==> config.mk <==
export PLATFORM = sky130hd
export DESIGN_NAME = serial_adder
export DESIGN_NICKNAME = d
export VERILOG_FILES = /design/src/rtl/alu_pkg.sv /design/src/rtl/full_adder_bit.sv /design/src/rtl/serial_adder.sv
export SDC_FILE = /design/constraint.sdc
export NUM_CORES = 1
export LEC_CHECK = 0
export ABC_AREA = 1
export BUFFER_PORTS_ARGS = -buffer_cell sky130_fd_sc_hd__clkbuf_2
export CAP_MARGIN = 10
export CORE_MARGIN = 2
export CORE_UTILIZATION = 52
export DETAILED_ROUTE_END_ITERATION = 16
export PLACE_DENSITY = 0.76
export SYNTH_ARGS = -nofsm -noshare
export SYNTH_HDL_FRONTEND = slang
export SYNTH_SLANG_ARGS = --single-unit
==> constraint.sdc <==
create_clock -name clk -period 1.5 [get_ports clk]
set_input_delay 0.075 -clock clk [delete_from_list [all_inputs] [get_ports clk]]
set_output_delay 0.075 -clock clk [all_outputs]
set_load 0.02 [all_outputs]
==> src/rtl/alu_pkg.sv <==
// Shared ALU definitions: FSM state encoding and the default datapath width
// used by both the subtractor and the serial adder.
package alu_pkg;

    localparam int ALU_W = 4;

    typedef enum logic {
        IDLE = 1'b0,
        ADD  = 1'b1
    } state_e;

endpackage

==> src/rtl/full_adder_bit.sv <==
// Combinational 1-bit full adder cell; the only arithmetic in the serial adder.
module full_adder_bit (
    input  logic x,
    input  logic y,
    input  logic cin,
    output logic s,
    output logic cout
);

    assign s    = x ^ y ^ cin;
    assign cout = (x & y) | (x & cin) | (y & cin);

endmodule

==> src/rtl/serial_adder.sv <==
// Bit-serial adder: s1 = (a + b) mod 2^W, ctrl = carry-out, one bit per clock
// LSB-first, with a one-cycle done pulse on completion.
//
// Handshake: start is sampled only while busy=0 (IDLE); an accepted start
// latches a/b, busy rises on that edge, and W edges later done pulses for
// exactly one cycle while busy falls. start during busy is ignored.
module serial_adder
    import alu_pkg::*;
#(
    parameter int W = ALU_W
) (
    input  logic         clk,
    input  logic         rst,
    input  logic         start,
    input  logic [W-1:0] a,
    input  logic [W-1:0] b,
    output logic         busy,
    output logic         done,
    output logic [W-1:0] s1,
    output logic         ctrl
);

    localparam int CW = $clog2(W);
    localparam int PW = W - 1;
    localparam logic [CW-1:0] LAST = CW'(W - 1);

    state_e         state_q, state_d;
    logic [W-1:0]   a_sh_q, a_sh_d;
    logic [W-1:0]   b_sh_q, b_sh_d;
    logic [PW-1:0]  res_q, res_d;
    logic           carry_q, carry_d;
    logic [CW-1:0]  cnt_q, cnt_d;
    logic [W-1:0]   s1_q, s1_d;
    logic           ctrl_q, ctrl_d;
    logic           done_q, done_d;

    logic           sum_bit;
    logic           carry_out;
    logic           accept;
    logic           last_bit;

    full_adder_bit u_fa (
        .x    (a_sh_q[0]),
        .y    (b_sh_q[0]),
        .cin  (carry_q),
        .s    (sum_bit),
        .cout (carry_out)
    );

    assign accept   = (state_q == IDLE) && start;
    assign last_bit = (state_q == ADD) && (cnt_q == LAST);

    always_ff @(posedge clk or posedge rst) begin
        if (rst) begin
            state_q <= IDLE;
            a_sh_q  <= '0;
            b_sh_q  <= '0;
            res_q   <= '0;
            carry_q <= 1'b0;
            cnt_q   <= '0;
            s1_q    <= '0;
            ctrl_q  <= 1'b0;
            done_q  <= 1'b0;
        end else begin
            state_q <= state_d;
            a_sh_q  <= a_sh_d;
            b_sh_q  <= b_sh_d;
            res_q   <= res_d;
            carry_q <= carry_d;
            cnt_q   <= cnt_d;
            s1_q    <= s1_d;
            ctrl_q  <= ctrl_d;
            done_q  <= done_d;
        end
    end

    always_comb begin
        state_d = state_q;
        case (state_q)
            IDLE:    if (start) state_d = ADD;
            ADD:     if (cnt_q == LAST) state_d = IDLE;
            default: state_d = IDLE;
        endcase
    end

    // Only W-1 partial bits are stored: the final sum bit goes straight into s1,
    // so intermediate partial sums never reach the output.
    always_comb begin
        a_sh_d  = a_sh_q;
        b_sh_d  = b_sh_q;
        res_d   = res_q;
        carry_d = carry_q;
        cnt_d   = cnt_q;
        s1_d    = s1_q;
        ctrl_d  = ctrl_q;
        done_d  = 1'b0;
        if (accept) begin
            a_sh_d  = a;
            b_sh_d  = b;
            carry_d = 1'b0;
            cnt_d   = '0;
        end else if (state_q == ADD) begin
            a_sh_d  = a_sh_q >> 1;
            b_sh_d  = b_sh_q >> 1;
            res_d   = (res_q >> 1) | (PW'(sum_bit) << (PW - 1));
            carry_d = carry_out;
            cnt_d   = cnt_q + CW'(1);
            if (last_bit) begin
                s1_d   = {sum_bit, res_q};
                ctrl_d = carry_out;
                done_d = 1'b1;
            end
        end
    end

    always_comb begin
        busy = (state_q == ADD);
        done = done_q;
        s1   = s1_q;
        ctrl = ctrl_q;
    end

endmodule

# --- After elaboration in Yosys (flattened, before gate mapping) ---
# Cells that the tools add are included.
totals:
  in_bits: 11
  word_cells: 40
  ff_bits: 21
  output_inout_bits: 7
op_classes:
  n_addsub: 1
  muxes: 14
  eq_ne: 1
  n_reduce_logical: 5
  bitwise_logic: 10
ops:
  columns: ["op", "count"]
  rows:
  - ["2-to-1 mux 4 bit", 4]
  - ["2-to-1 mux 1 bit", 7]
  - ["2-to-1 mux 2 bit", 2]
  - ["AND 1 bit", 3]
  - ["OR 2 x 3 -> 3 bit", 1]
  - ["AND reduction 3 bit", 1]
  - ["adder 2 x 1 -> 2 bit (second input constant)", 1]
  - ["equality test 2 bit (second input constant)", 1]
  - ["logical AND 1 bit", 2]
  - ["inverter 1 bit", 2]
  - ["OR 1 bit", 2]
  - ["case mux 1 bit (2 select lines)", 1]
  - ["AND reduction 2 bit", 1]
  - ["nonzero test 2 bit", 1]
  - ["bitwise XOR 1 bit", 2]

# --- Logic depth before layout (Yosys ltp) ---
# Gate-level depths: netlist of the first run.
depth:
  word_depth: 5
  mapped_depth: 5

# --- Modules after synthesis ---
# Synthesis of the first run repeated with hierarchy kept, for this count alone.
hier_totals:
  hier_cells: 91
  hier_area_um2: 944.7
modules_own_cells:
  columns: ["mod", "n_inst", "seq_area_each_um2", "area_per_inst_um2", "cells_per_inst"]
  rows:
  - ["serial_adder", 1, 525.5, 924.6, 90]
  - ["full_adder_bit", 1, 0.0, 20.0, 1]

# --- Worst setup path before layout of the first run ---
# Ideal clock, no wire load.
synth_timing:
  path_type: "register -> register"
  startpoint: "reg carry_q"
  endpoint: "reg res_q[2]"
  path_buffers: 0
  synth_period_minus_slack_ns: 1.105
  path_stages_with_launch: 4
  path_slack_ns: 0.395
  setup_ns: 0.127
  arrival_time_ns: 0.978
  path_cell_list: "dfrtp_1 -> fa_1 -> nand2_1 -> o21ai_0"
synth_via:
  elab_chain_cells: 2
synth_lines:
  columns: ["item", "line_no", "source"]
  rows:
  - ["start, declared", "serial_adder.sv:31", "logic carry_q, carry_d;"]
  - ["start signal, assigned", "serial_adder.sv:69", "carry_q <= carry_d;"]
  - ["bitwise XOR 1 bit", "full_adder_bit.sv:10", "assign s = x ^ y ^ cin;"]
  - ["via sum_bit", "serial_adder.sv:37", "logic sum_bit;"]
  - ["OR 2 x 3 -> 3 bit", "serial_adder.sv:105", "res_d = (res_q >> 1) | (PW'(sum_bit) << (PW - 1));"]
  - ["end signal, assigned", "serial_adder.sv:68", "res_q <= res_d;"]
  - ["end, declared", "serial_adder.sv:30", "logic [PW-1:0] res_q, res_d;"]
# The timed path passes the listed nets, and every way through them passes these cells.
# A chain may end at the register's enable or synchronous reset.

# --- Worst setup path in the final report of the first run ---
layout_timing:
  startpoint: "reg state_q, in the netlist busy"
  endpoint: "out busy"
layout_lines:
  columns: ["item", "line_no", "source"]
  rows:
  - ["start, declared", "serial_adder.sv:27", "state_e state_q, state_d;"]
  - ["start signal, assigned", "serial_adder.sv:65", "state_q <= state_d;"]
  - ["end, declared", "serial_adder.sv:17", "output logic busy,"]
# No word-level cell between the ends.

==> summary.txt, run 1 <==
Final layout
  • Most common cell after layout, fill and taps aside: sky130_fd_sc_hd__nand2_1
  • Share of final-layout standard cells stronger than drive strength 1: 0.381
  • Commonest cells after routing, fill and taps aside: 22 x sky130_fd_sc_hd__nand2_1, 21 x sky130_fd_sc_hd__dfrtp_1, 17 x sky130_fd_sc_hd__clkbuf_2
  • Total Nets Final: 127
  • Final Util: 0.628
  • Synth-to-Final Area Change: 14.4%
  • Antenna diode count: 0

Route
  • Post-route DRC violation count: 0
  • Length of the first detailed-routing pass in iterations: 1
  • Routed Wire Length: 1610 um
  • Residual antenna-violating net count after detailed routing: 0
  • Detail-routed net length per standard cell: 11.7 um
  • Total via count after detailed routing: 656
  • Drt initial violations: 0
  • Routed vias/inst: 4.75

Timing
  • Number of hold-slack violations in the final timing report: 0
  • Setup TNS: 0 ns
  • Setup repair after global routing missed its margin: no
  • Period Utilization, post-route: 0.936
  • Final worst path period need: 1.40 ns
  • Worst slew margin relative to its limit: 0.706
  • Worst Max-Slew Pin Slew: 0.441 ns
  • Worst hold margin: 0.00496 ns
  • Count of endpoints failing setup in the final report: 0
  • Timing-limited maximum frequency: 0.712 GHz
  • Max-slew violation total from the final report: 0
  • Worst clock skew on the final layout: 0.00926 ns

Global routing
  • Global-route wire length before repair: 2710 um
  • Overflow left after global routing: 0
  • Number of global-route vias before repair: 671
  • Initial antenna violation count: 0
  • Aggregate global-route resource usage: 0.176
  • Largest net degree at the start of global routing: 22

Logic synthesis
  • Count of unique library cells instantiated by Yosys: 15
  • Warning count from the yosys run: 0
  • Fraction of the yosys area taken by sequential cells: 0.554
  • Mapped Cells: 91
  • Net Count, Synth: 104
  • Mean Syn Cell Area: 10.4 um2
  • Register bit total from synthesis: 21
  • Mapped Area: 948 um2

Status
  • Outcome: complete, no violations

Clock tree
  • Number of buffers added by the clock tree synthesis step: 3
  • Worst-case clock buffer depth: 2
  • Clock tree from TritonCTS: yes
  • Clock input transition at the sequential cells of the worst setup and hold paths: 0.13 ns
  • Post-CTS setup buffer count: 0
  • Clock root cell: sky130_fd_sc_hd__clkbuf_4
  • Later-pin clock latency in the skew report: 0.30 ns
  • H-tree depth reported by CTS: 1
  • Sink Count: 21

Critical path
  • Required @ worst endpoint: 1.42 ns
  • Worst setup path startpoint: busy
  • Worst setup EP type: primary output
  • Worst R2R Setup Slack: 0.31 ns
  • Startpoint type of the worst setup path: flop
  • Reg2reg path depth: 3
  • Data arrival at the endpoint of the critical path: 1.33 ns
  • Worst setup path category: flop to primary output
  • Maximum net fanout on the critical path: 10
  • Launch point of the worst reg-to-reg path: carry_q
  • Critical register-to-register path endpoint: res_q[2]

Floorplan
  • Initial cell density of the core: 0.549
  • Row count: 15
  • Area of the core: 1730 um2
  • Chip Width: 46.7 um
  • Area of the die: 2180 um2
  • Count of boundary I/O pins: 18
  • Die extent in y: 46.7 um

Min path
  • End point of the worst hold path: a_sh_q[3]
  • Worst hold path stage count: 3
  • Worst min-delay path category: input pin to flop
  • Hold Startpoint: a[3]

Pwr
  • Lkg Pwr: 0.600 nW
  • Power density over cell area: 1790 nW/um2
  • VDD IR-drop max: 832 uV
  • Total power consumption of the routed design: 1.94 mW

Placed design
  • IO Port Bufs: 17
  • Global placement routability congestion: 0.722
  • Detailed placement HPWL: 1180 um

Job
  • Max Cap Viol: 0
## report_power, final
group / internal (mW) / switching, mW
registers: 0.788 / 0.174
logic: 0.270 / 0.434
clock network: 0.0992 / 0.175
## routing by layer
metal | share of wire | global-route usage | vias to the layer above | wire length (um)
li1 | - | - | 333 | -
met1 | 0.45 | 0.212 | 305 | 721
met2 | 0.50 | 0.308 | 16 | 804
met3 | 0.047 | 0.0353 | 2 | 76
met4 | 0.0062 | 0.0667 | 0 | 10
met5 | 0 | 0 | - | 0
## kinds of logic (layout without fill, tap and decap cells)
| family | count (synthesis) | in the layout | share of synthesized area |
|---|---|---|---|
| simple gates | 48 | 48 | 0.284 |
| compound gates | 9 | 9 | 0.0475 |
| buf+inv | 11 | 33 | 0.0805 |
| flops | 21 | 21 | 0.554 |
| fa+ha+maj | 2 | 2 | 0.0343 |
## worst max-delay path by stage
stage,end,slack [ns],depth (start not counted)
2_1_floorplan,res_q[2],0.39,3
4_1_cts,busy,0.09,2
3_3_place_gp,res_q[2],0.36,3
6_report,busy,0.1,2
5_1_grt,busy,0.02,2
3_5_place_dp,res_q[2],0.32,3
## cell usage after synthesis (all sizes together)
cell type  instances  area (um2)
buf                4        50.1
dfrtp             21         526
fa                 1        20.0
ha                 1        12.5
inv                7        26.3
nand2             32         145
nand3             14         100
nor2               2        23.8
o21ai              9        45.0
## state kept, by name, indices dropped and copies added (netlist names)
signal and count:
b_sh_q 4, cnt_q 2, a_sh_q 4, busy 1
s1 4, done 1, ctrl 1, carry_q 1
res_q 3
## through the flow
step | worst slack, ns | instances | instance area [um2]
2_1_floorplan | 0.395 | 91 | 948
3_3_place_gp | 0.358 | 132 | 1040
3_5_place_dp | 0.320 | 132 | 1040
4_1_cts | 0.0904 | 138 | 1080
5_1_grt | 0.0222 | 138 | 1080
6_report | 0.0956 | 138 | 1080
## critical path: stages (launching register included)
cell and delay [ns]:
sky130_fd_sc_hd__dfrtp_1 0.64, sky130_fd_sc_hd__buf_4 0.22, sky130_fd_sc_hd__clkbuf_2 0.17
## timing repair
action | CTS | global route
hold buffers | 2 | 0
gates resized for setup | 0 | 0
endpoints found under the hold margin | 22 | 0
## layout make-up
type	instances	area (um2)
multi-input combinational	59	347
tap	25	31.3
clock inverter	1	5.00
sequential	21	526
clock buffer	3	22.5
timing repair buffer	22	128
fill	164	642
inverter	7	26.3
No activity file was read; power rests on OpenSTA's default activity.
==> run 2, diff against run 1 <==
--- a/config.mk
+++ b/config.mk
@@ -5,13 +5,13 @@
 export SDC_FILE = /design/constraint.sdc
 export NUM_CORES = 1
 export LEC_CHECK = 0
-export ABC_AREA = 1
+export ABC_AREA = 0
 export BUFFER_PORTS_ARGS = -buffer_cell sky130_fd_sc_hd__clkbuf_2
 export CAP_MARGIN = 10
 export CORE_MARGIN = 2
-export CORE_UTILIZATION = 52
+export CORE_UTILIZATION = 51
 export DETAILED_ROUTE_END_ITERATION = 16
-export PLACE_DENSITY = 0.76
+export PLACE_DENSITY = 0.75
 export SYNTH_ARGS = -nofsm -noshare
 export SYNTH_HDL_FRONTEND = slang
 export SYNTH_SLANG_ARGS = --single-unit
==> constraint.sdc (replaced) <==
create_clock -name clk -period 1.5 [get_ports clk]
set_input_delay 0.075 -clock clk [delete_from_list [all_inputs] [get_ports clk]]
set_output_delay 0.075 -clock clk [all_outputs]
set_load 0.05 [all_outputs]
==> run 2 against run 1 <==
  * Wire length shrank 20%
  * Non-clock buffer count shrank 1
  * Sequential power shrank 4.5%
  * Global-route usage shrank 1.4 points
  * Critical endpoint is now res_q[2]
==> summary.txt, run 2 <==
Status
  • Outcome: complete, no violations

Final layout
  • Antenna diode count: 0
  • Final Util: 0.652
  • Commonest cells after routing, fill and taps aside: 21 x sky130_fd_sc_hd__dfrtp_1, 17 x sky130_fd_sc_hd__clkbuf_2, 9 x sky130_fd_sc_hd__mux2_2
  • Most common cell after layout, fill and taps aside: sky130_fd_sc_hd__dfrtp_1
  • Share of final-layout standard cells stronger than drive strength 1: 0.395
  • Number of fillers in the final layout: 138
  • Synth-to-Final Area Change: 17.2%
  • Non-Filler Cell Area, Final: 1000 um2
  • Total Nets Final: 100

Floorplan
  • Die extent in y: 45.0 um
  • Row count: 14
  • Chip Width: 45.0 um
  • Initial cell density of the core: 0.556
  • Area of the die: 2020 um2
  • Count of boundary I/O pins: 18
  • Area of the core: 1540 um2

Pwr
  • Power density over cell area: 2010 nW/um2
  • Lkg Pwr: 0.529 nW
  • VDD IR-drop max: 1130 uV

Global routing
  • Aggregate global-route resource usage: 0.161
  • Number of global-route vias before repair: 541
  • Global-route wire length before repair: 2240 um
  • Initial antenna violation count: 0
  • Overflow left after global routing: 0
  • Largest net degree at the start of global routing: 22

Route
  • Total via count after detailed routing: 528
  • Routed vias/inst: 5.18
  • Length of the first detailed-routing pass in iterations: 2
  • Detail-routed net length per standard cell: 12.7 um
  • Routed Wire Length: 1300 um
  • Post-route DRC violation count: 0
  • Residual antenna-violating net count after detailed routing: 0
  • Drt initial violations: 4

Timing
  • Timing-limited maximum frequency: 0.788 GHz
  • Setup TNS: 0 ns
  • Worst slew margin relative to its limit: 0.794
  • Worst Max-Slew Pin Slew: 0.309 ns
  • Worst clock skew on the final layout: 0.00317 ns
  • Setup repair after global routing missed its margin: no
  • Number of hold-slack violations in the final timing report: 0
  • Count of endpoints failing setup in the final report: 0
  • Max-slew violation total from the final report: 0
  • Final worst path period need: 1.27 ns
  • Period Utilization, post-route: 0.846

Critical path
  • Required @ worst endpoint: 1.70 ns
  • Worst setup EP type: flop
  • CP peak stage delay: 0.49 ns
  • Worst setup path category: flop to flop
  • Critical path's top delay family: adder cells
  • Reg2reg path depth: 2
  • Worst Path Buf+Inv: 0
  • Worst R2R Setup Slack: 0.23 ns
  • Critical-path cell with the highest stage delay: sky130_fd_sc_hd__fa_1
  • Worst path cell trace: fa_1 > mux2_2
  • Worst setup path startpoint: carry_q
  • Maximum net fanout on the critical path: 2
  • Launch point of the worst reg-to-reg path: carry_q
  • Critical register-to-register path endpoint: res_q[2]
  • Data arrival at the endpoint of the critical path: 1.47 ns
  • Startpoint type of the worst setup path: flop

Clock tree
  • Clock tree from TritonCTS: yes
  • Worst-case clock buffer depth: 2
  • Sink Count: 21
  • Post-cts hold buffer count: 1
  • Clock input transition at the sequential cells of the worst setup and hold paths: 0.11 ns
  • Later-pin clock latency in the skew report: 0.30 ns
  • H-tree depth reported by CTS: 1
  • Clock root cell: sky130_fd_sc_hd__clkbuf_4
  • Post-CTS setup buffer count: 0
  • Post-CTS Resized: 0
  • Number of buffers added by the clock tree synthesis step: 3

Logic synthesis
  • Fraction of the yosys area taken by sequential cells: 0.613
  • Count of unique library cells instantiated by Yosys: 14
  • Register bit total from synthesis: 21
  • Net Count, Synth: 77
  • Warning count from the yosys run: 0
  • Count of flip-flops with a built-in enable after synthesis: 0
  • Proportion of synthesized flip-flops having asynchronous set or reset: 1.00
  • Post-synth top flop: sky130_fd_sc_hd__dfrtp_1
  • Top area cells in the synthesized netlist: sky130_fd_sc_hd__dfrtp_1 61%, sky130_fd_sc_hd__mux2_2 12%, sky130_fd_sc_hd__mux2i_1 9.3%
  • Count leader, synth: sky130_fd_sc_hd__dfrtp_1
  • Leading area contributor after synthesis: sky130_fd_sc_hd__dfrtp_1
  • Mapped Cells: 64
  • Commonest cells in the synthesized netlist: 21 x sky130_fd_sc_hd__dfrtp_1, 9 x sky130_fd_sc_hd__mux2_2, 8 x sky130_fd_sc_hd__mux2i_1, 6 x sky130_fd_sc_hd__nand2_1, 6 x sky130_fd_sc_hd__o21ai_0
  • Mean Syn Cell Area: 13.4 um2
  • Mapped Area: 857 um2
  • Fraction of synthesized cell area taken by the top area cell type: 0.613

Min path
  • Hold Startpoint: b[3]
  • End point of the worst hold path: b_sh_q[3]
  • Worst hold path stage count: 3
  • Worst min-delay path category: input pin to flop

Placed design
  • Instance area after placement: 967 um2
  • Global placement routability congestion: 0.701
  • IO Port Bufs: 17

Job
  • Max Cap Viol: 0
## run 2: cell count changes after synthesis, moves of 3 or more
cell,delta
sky130_fd_sc_hd__nand3_1,-8
sky130_fd_sc_hd__o21ai_0,-3
sky130_fd_sc_hd__nand2_2,-9
sky130_fd_sc_hd__nand3_2,-6
sky130_fd_sc_hd__inv_1,-3
sky130_fd_sc_hd__mux2_2,+9
sky130_fd_sc_hd__nand2_1,-16
sky130_fd_sc_hd__mux2i_1,+8
## run 2: logic make-up (layout without fill, tap and decap cells)
group / after synthesis / after routing / synth area share
AO/OA/AOI/OAI: 9 / 9 / 0.0613
multiplexers: 17 / 17 / 0.212
AND/OR/NAND/NOR: 10 / 10 / 0.0467
flip-flops: 21 / 21 / 0.613
adder cells (fa/ha/maj): 2 / 2 / 0.0380
buffers and inverters: 5 / 27 / 0.0292
## run 2: per-layer routing
metal  track usage  vias up  wire length, um
met1         0.177      253              576
li1              -      261                -
met2         0.257       12              630
met3        0.0760        2               70
met4        0.0882        0               18
met5             0        -                0
## run 2: cell type report
class | count | area (um2) | share of cell area
Sequential cell | 21 | 526 | 0.523
Tap cell | 16 | 20.0 | 0.0199
Clock buffer | 3 | 22.5 | 0.0224
Timing Repair Buffer | 21 | 118 | 0.117
Multi-Input combinational cell | 38 | 307 | 0.305
Inverter | 2 | 7.51 | 0.00747
Clock inverter | 1 | 5.00 | 0.00498
## run 2: worst max path at each step
stage,depth (start not counted),to,slack (ns)
floorplan,2,res_q[1],0.09
finish,2,res_q[2],0.23
detailed placement,2,res_q[2],0.24
global route,2,res_q[2],0.16
global placement,2,res_q[2],0.25
CTS,2,res_q[2],0.21
## run 2: metrics by stage
stage	std cells	worst slack (ns)	hold slack (ns)	power (mW)
finish	102	0.230	0.0216	2.02
detailed placement	97	0.235	0.0967	1.79
CTS	102	0.212	0.0109	2.06
global route	102	0.159	0.0293	2.16
global placement	97	0.253	0.0940	1.76
floorplan	64	0.0949	0.0515	1.58
## run 2: power breakdown
part | switching (mW) | total, mW | internal (mW) | leakage [nW]
logic | 0.505 | 0.839 | 0.334 | 0.241
clock network | 0.162 | 0.261 | 0.0993 | 0.0177
registers | 0.135 | 0.920 | 0.785 | 0.270
total | 0.802 | 2.02 | 1.22 | 0.529
## run 2: worst min-delay path: stages
cell and delay, ns:
sky130_fd_sc_hd__clkbuf_2 0.07, sky130_fd_sc_hd__mux2i_1 0.06, sky130_fd_sc_hd__nor2_1 0.08
==> run 3, diff against run 2 <==
--- a/config.mk
+++ b/config.mk
@@ -5,13 +5,13 @@
 export SDC_FILE = /design/constraint.sdc
 export NUM_CORES = 1
 export LEC_CHECK = 0
-export ABC_AREA = 0
+export ABC_AREA = 1
 export BUFFER_PORTS_ARGS = -buffer_cell sky130_fd_sc_hd__clkbuf_2
 export CAP_MARGIN = 10
 export CORE_MARGIN = 2
-export CORE_UTILIZATION = 51
+export CORE_UTILIZATION = 52
 export DETAILED_ROUTE_END_ITERATION = 16
-export PLACE_DENSITY = 0.75
+export PLACE_DENSITY = 0.76
 export SYNTH_ARGS = -nofsm -noshare
 export SYNTH_HDL_FRONTEND = slang
 export SYNTH_SLANG_ARGS = --single-unit
==> constraint.sdc (replaced) <==
create_clock -name clk -period 1.3 [get_ports clk]
set_input_delay 0.065 -clock clk [delete_from_list [all_inputs] [get_ports clk]]
set_output_delay 0.065 -clock clk [all_outputs]
set_load 0.05 [all_outputs]
==> run 3 against run 2 <==
  * Sequential power increased by 21%
  * Sequential share of layout area shrank 4.5 points
  * Final cell count is 37% higher
  * Via count rose by 29%
  * Clock skew about the same
  * First-iteration DRC count is 25% higher
  * Worst setup slack lost 0.12 ns
  * Die area grew 7.7%
  * Clock power up 15%
  * Non-clock buffer count is 3 higher
  * Critical path depth shrank 1
  * Largest power group unchanged
==> summary.txt, run 3 (synthesis gave the netlist of run 1 again) <==
Critical path
  • Reg2reg path depth: 3
  • CP peak stage delay: 0.51 ns
  • Startpoint type of the worst setup path: flop
  • Termination of the worst setup path: busy
  • Worst setup EP type: primary output
  • Worst Path Buf+Inv: 1
  • Number of logic stages on the critical path including buffering: 1
  • Critical register-to-register path endpoint: res_q[2]
  • Critical path's top delay family: flip-flops
  • Maximum net fanout on the critical path: 8
  • Worst path cell trace: clkbuf_2
  • Required @ worst endpoint: 1.24 ns
  • Worst R2R Setup Slack: 0.15 ns
  • Data arrival at the endpoint of the critical path: 1.13 ns
  • Launch point of the worst reg-to-reg path: carry_q
  • Worst setup path category: flop to primary output
  • Critical-path cell with the highest stage delay: sky130_fd_sc_hd__dfrtp_2
  • Worst setup path startpoint: busy

Placed design
  • IO Port Bufs: 17
  • Post-placement worst setup slack: 0.165 ns
  • Detailed placement HPWL: 1090 um
  • Global placement routability congestion: 0.730

Timing
  • Timing-limited maximum frequency: 0.838 GHz
  • Max-slew violation total from the final report: 0
  • Worst setup margin: 0.107 ns
  • Final worst path period need: 1.19 ns
  • Worst slew margin relative to its limit: 0.815
  • Worst hold margin: 0.0217 ns
  • Period Utilization, post-route: 0.917
  • Count of endpoints failing setup in the final report: 0
  • Number of hold-slack violations in the final timing report: 0
  • Worst Max-Slew Pin Slew: 0.278 ns
  • Worst clock skew on the final layout: 0.00312 ns
  • Setup repair after global routing missed its margin: no
  • Setup TNS: 0 ns

Global routing
  • Initial antenna violation count: 0
  • Number of global-route vias before repair: 637
  • Aggregate global-route resource usage: 0.179
  • Global-route wire length before repair: 2750 um
  • Largest net degree at the start of global routing: 22
  • Overflow left after global routing: 0

Clock tree
  • H-tree depth reported by CTS: 1
  • Number of buffers added by the clock tree synthesis step: 3
  • Later-pin clock latency in the skew report: 0.29 ns
  • Worst-case clock buffer depth: 2
  • Sink Count: 21
  • Clock tree from TritonCTS: yes
  • Clock root cell: sky130_fd_sc_hd__clkbuf_4
  • Clock input transition at the sequential cells of the worst setup and hold paths: 0.10 ns

Final layout
  • Commonest cells after routing, fill and taps aside: 22 x sky130_fd_sc_hd__nand2_1, 20 x sky130_fd_sc_hd__dfrtp_1, 17 x sky130_fd_sc_hd__clkbuf_2
  • Most common cell after layout, fill and taps aside: sky130_fd_sc_hd__nand2_1
  • Number of fillers in the final layout: 154
  • Share of final-layout standard cells stronger than drive strength 1: 0.383
  • Total Nets Final: 129
  • Synth-to-Final Area Change: 16.2%
  • Antenna diode count: 0

Route
  • Post-route DRC violation count: 0
  • Detail-routed net length per standard cell: 10.9 um
  • Drt initial violations: 5
  • Total via count after detailed routing: 679
  • Length of the first detailed-routing pass in iterations: 4
  • Residual antenna-violating net count after detailed routing: 0
  • Routed vias/inst: 4.85
  • Routed Wire Length: 1530 um

Floorplan
  • Area of the die: 2180 um2
  • Chip Width: 46.7 um
  • Area of the core: 1730 um2
  • Initial cell density of the core: 0.549
  • Count of boundary I/O pins: 18
  • Row count: 15
  • Die extent in y: 46.7 um

Status
  • Outcome: complete, no violations

Pwr
  • Power density over cell area: 2210 nW/um2
  • Lkg Pwr: 0.605 nW
  • Total power consumption of the routed design: 2.44 mW
  • VDD IR-drop max: 931 uV

Min path
  • Worst min-delay path category: input pin to flop

Job
  • Max Cap Viol: 0
## run 3: cell types whose count changed in the layout (fill, tap and decap cells not counted), moves of 2 or more
| cell | before | now |
|---|---|---|
| sky130_fd_sc_hd__mux2i_1 | 8 | 0 |
| sky130_fd_sc_hd__inv_2 | 0 | 2 |
| sky130_fd_sc_hd__o21ai_0 | 6 | 9 |
| sky130_fd_sc_hd__a22o_1 | 2 | 0 |
| sky130_fd_sc_hd__mux2_2 | 9 | 0 |
| sky130_fd_sc_hd__nand3_1 | 0 | 8 |
| sky130_fd_sc_hd__nand2_1 | 6 | 22 |
| sky130_fd_sc_hd__nand2_2 | 1 | 10 |
| sky130_fd_sc_hd__inv_1 | 2 | 5 |
| sky130_fd_sc_hd__nor2_1 | 3 | 1 |
| sky130_fd_sc_hd__nand3_2 | 0 | 6 |
| sky130_fd_sc_hd__dlygate4sd3_1 | 1 | 3 |
## run 3: layout make-up
cell class	count	area, um2	area share
tap	25	31.3	0.0284
multi-input combinational	59	347	0.314
inverter	7	26.3	0.0238
sequential	21	527	0.478
timing repair buffer	24	145	0.132
clock buffer	4	26.3	0.0238
## run 3: worst min path at each step
stage	start	depth (start not counted)	endpoint	slack (ns)
3_3_place_gp	rst	3	res_q[0]	0.09
4_1_cts	b[1]	3	b_sh_q[1]	0.02
3_5_place_dp	rst	3	res_q[0]	0.09
2_1_floorplan	rst	1	a_sh_q[0]	0.04
5_1_grt	a[1]	3	a_sh_q[1]	0.003
6_report	a[1]	3	a_sh_q[1]	0.02
## run 3: per-stage QoR
step	utilization	instance area, um2	instances
final	0.638	1100	140
after detailed placement	0.605	1040	133
after global routing	0.638	1100	140
after global placement	0.605	1040	133
after CTS	0.638	1100	140
after floorplan	-	948	91
## run 3: repair_timing
action	in CTS	in global routing
endpoints found under the hold margin	23	0
gates resized for setup	1	0
setup buffers	0	0
hold buffers	3	0
endpoints found under the setup margin	1	0
## run 3: metal layers
metal / GRT usage / vias to the layer above / part of all wire
li1: - / 339 / -
met1: 0.219 / 316 / 0.47
met2: 0.300 / 20 / 0.46
met3: 0.0392 / 4 / 0.052
met4: 0.0833 / 0 / 0.015
met5: 0 / - / 0
## run 3: where the power goes
group	leakage (nW)	internal (mW)	switching, mW
registers	0.272	0.913	0.197
logic	0.319	0.325	0.707
clock network	0.0150	0.119	0.180
total	0.605	1.36	1.08
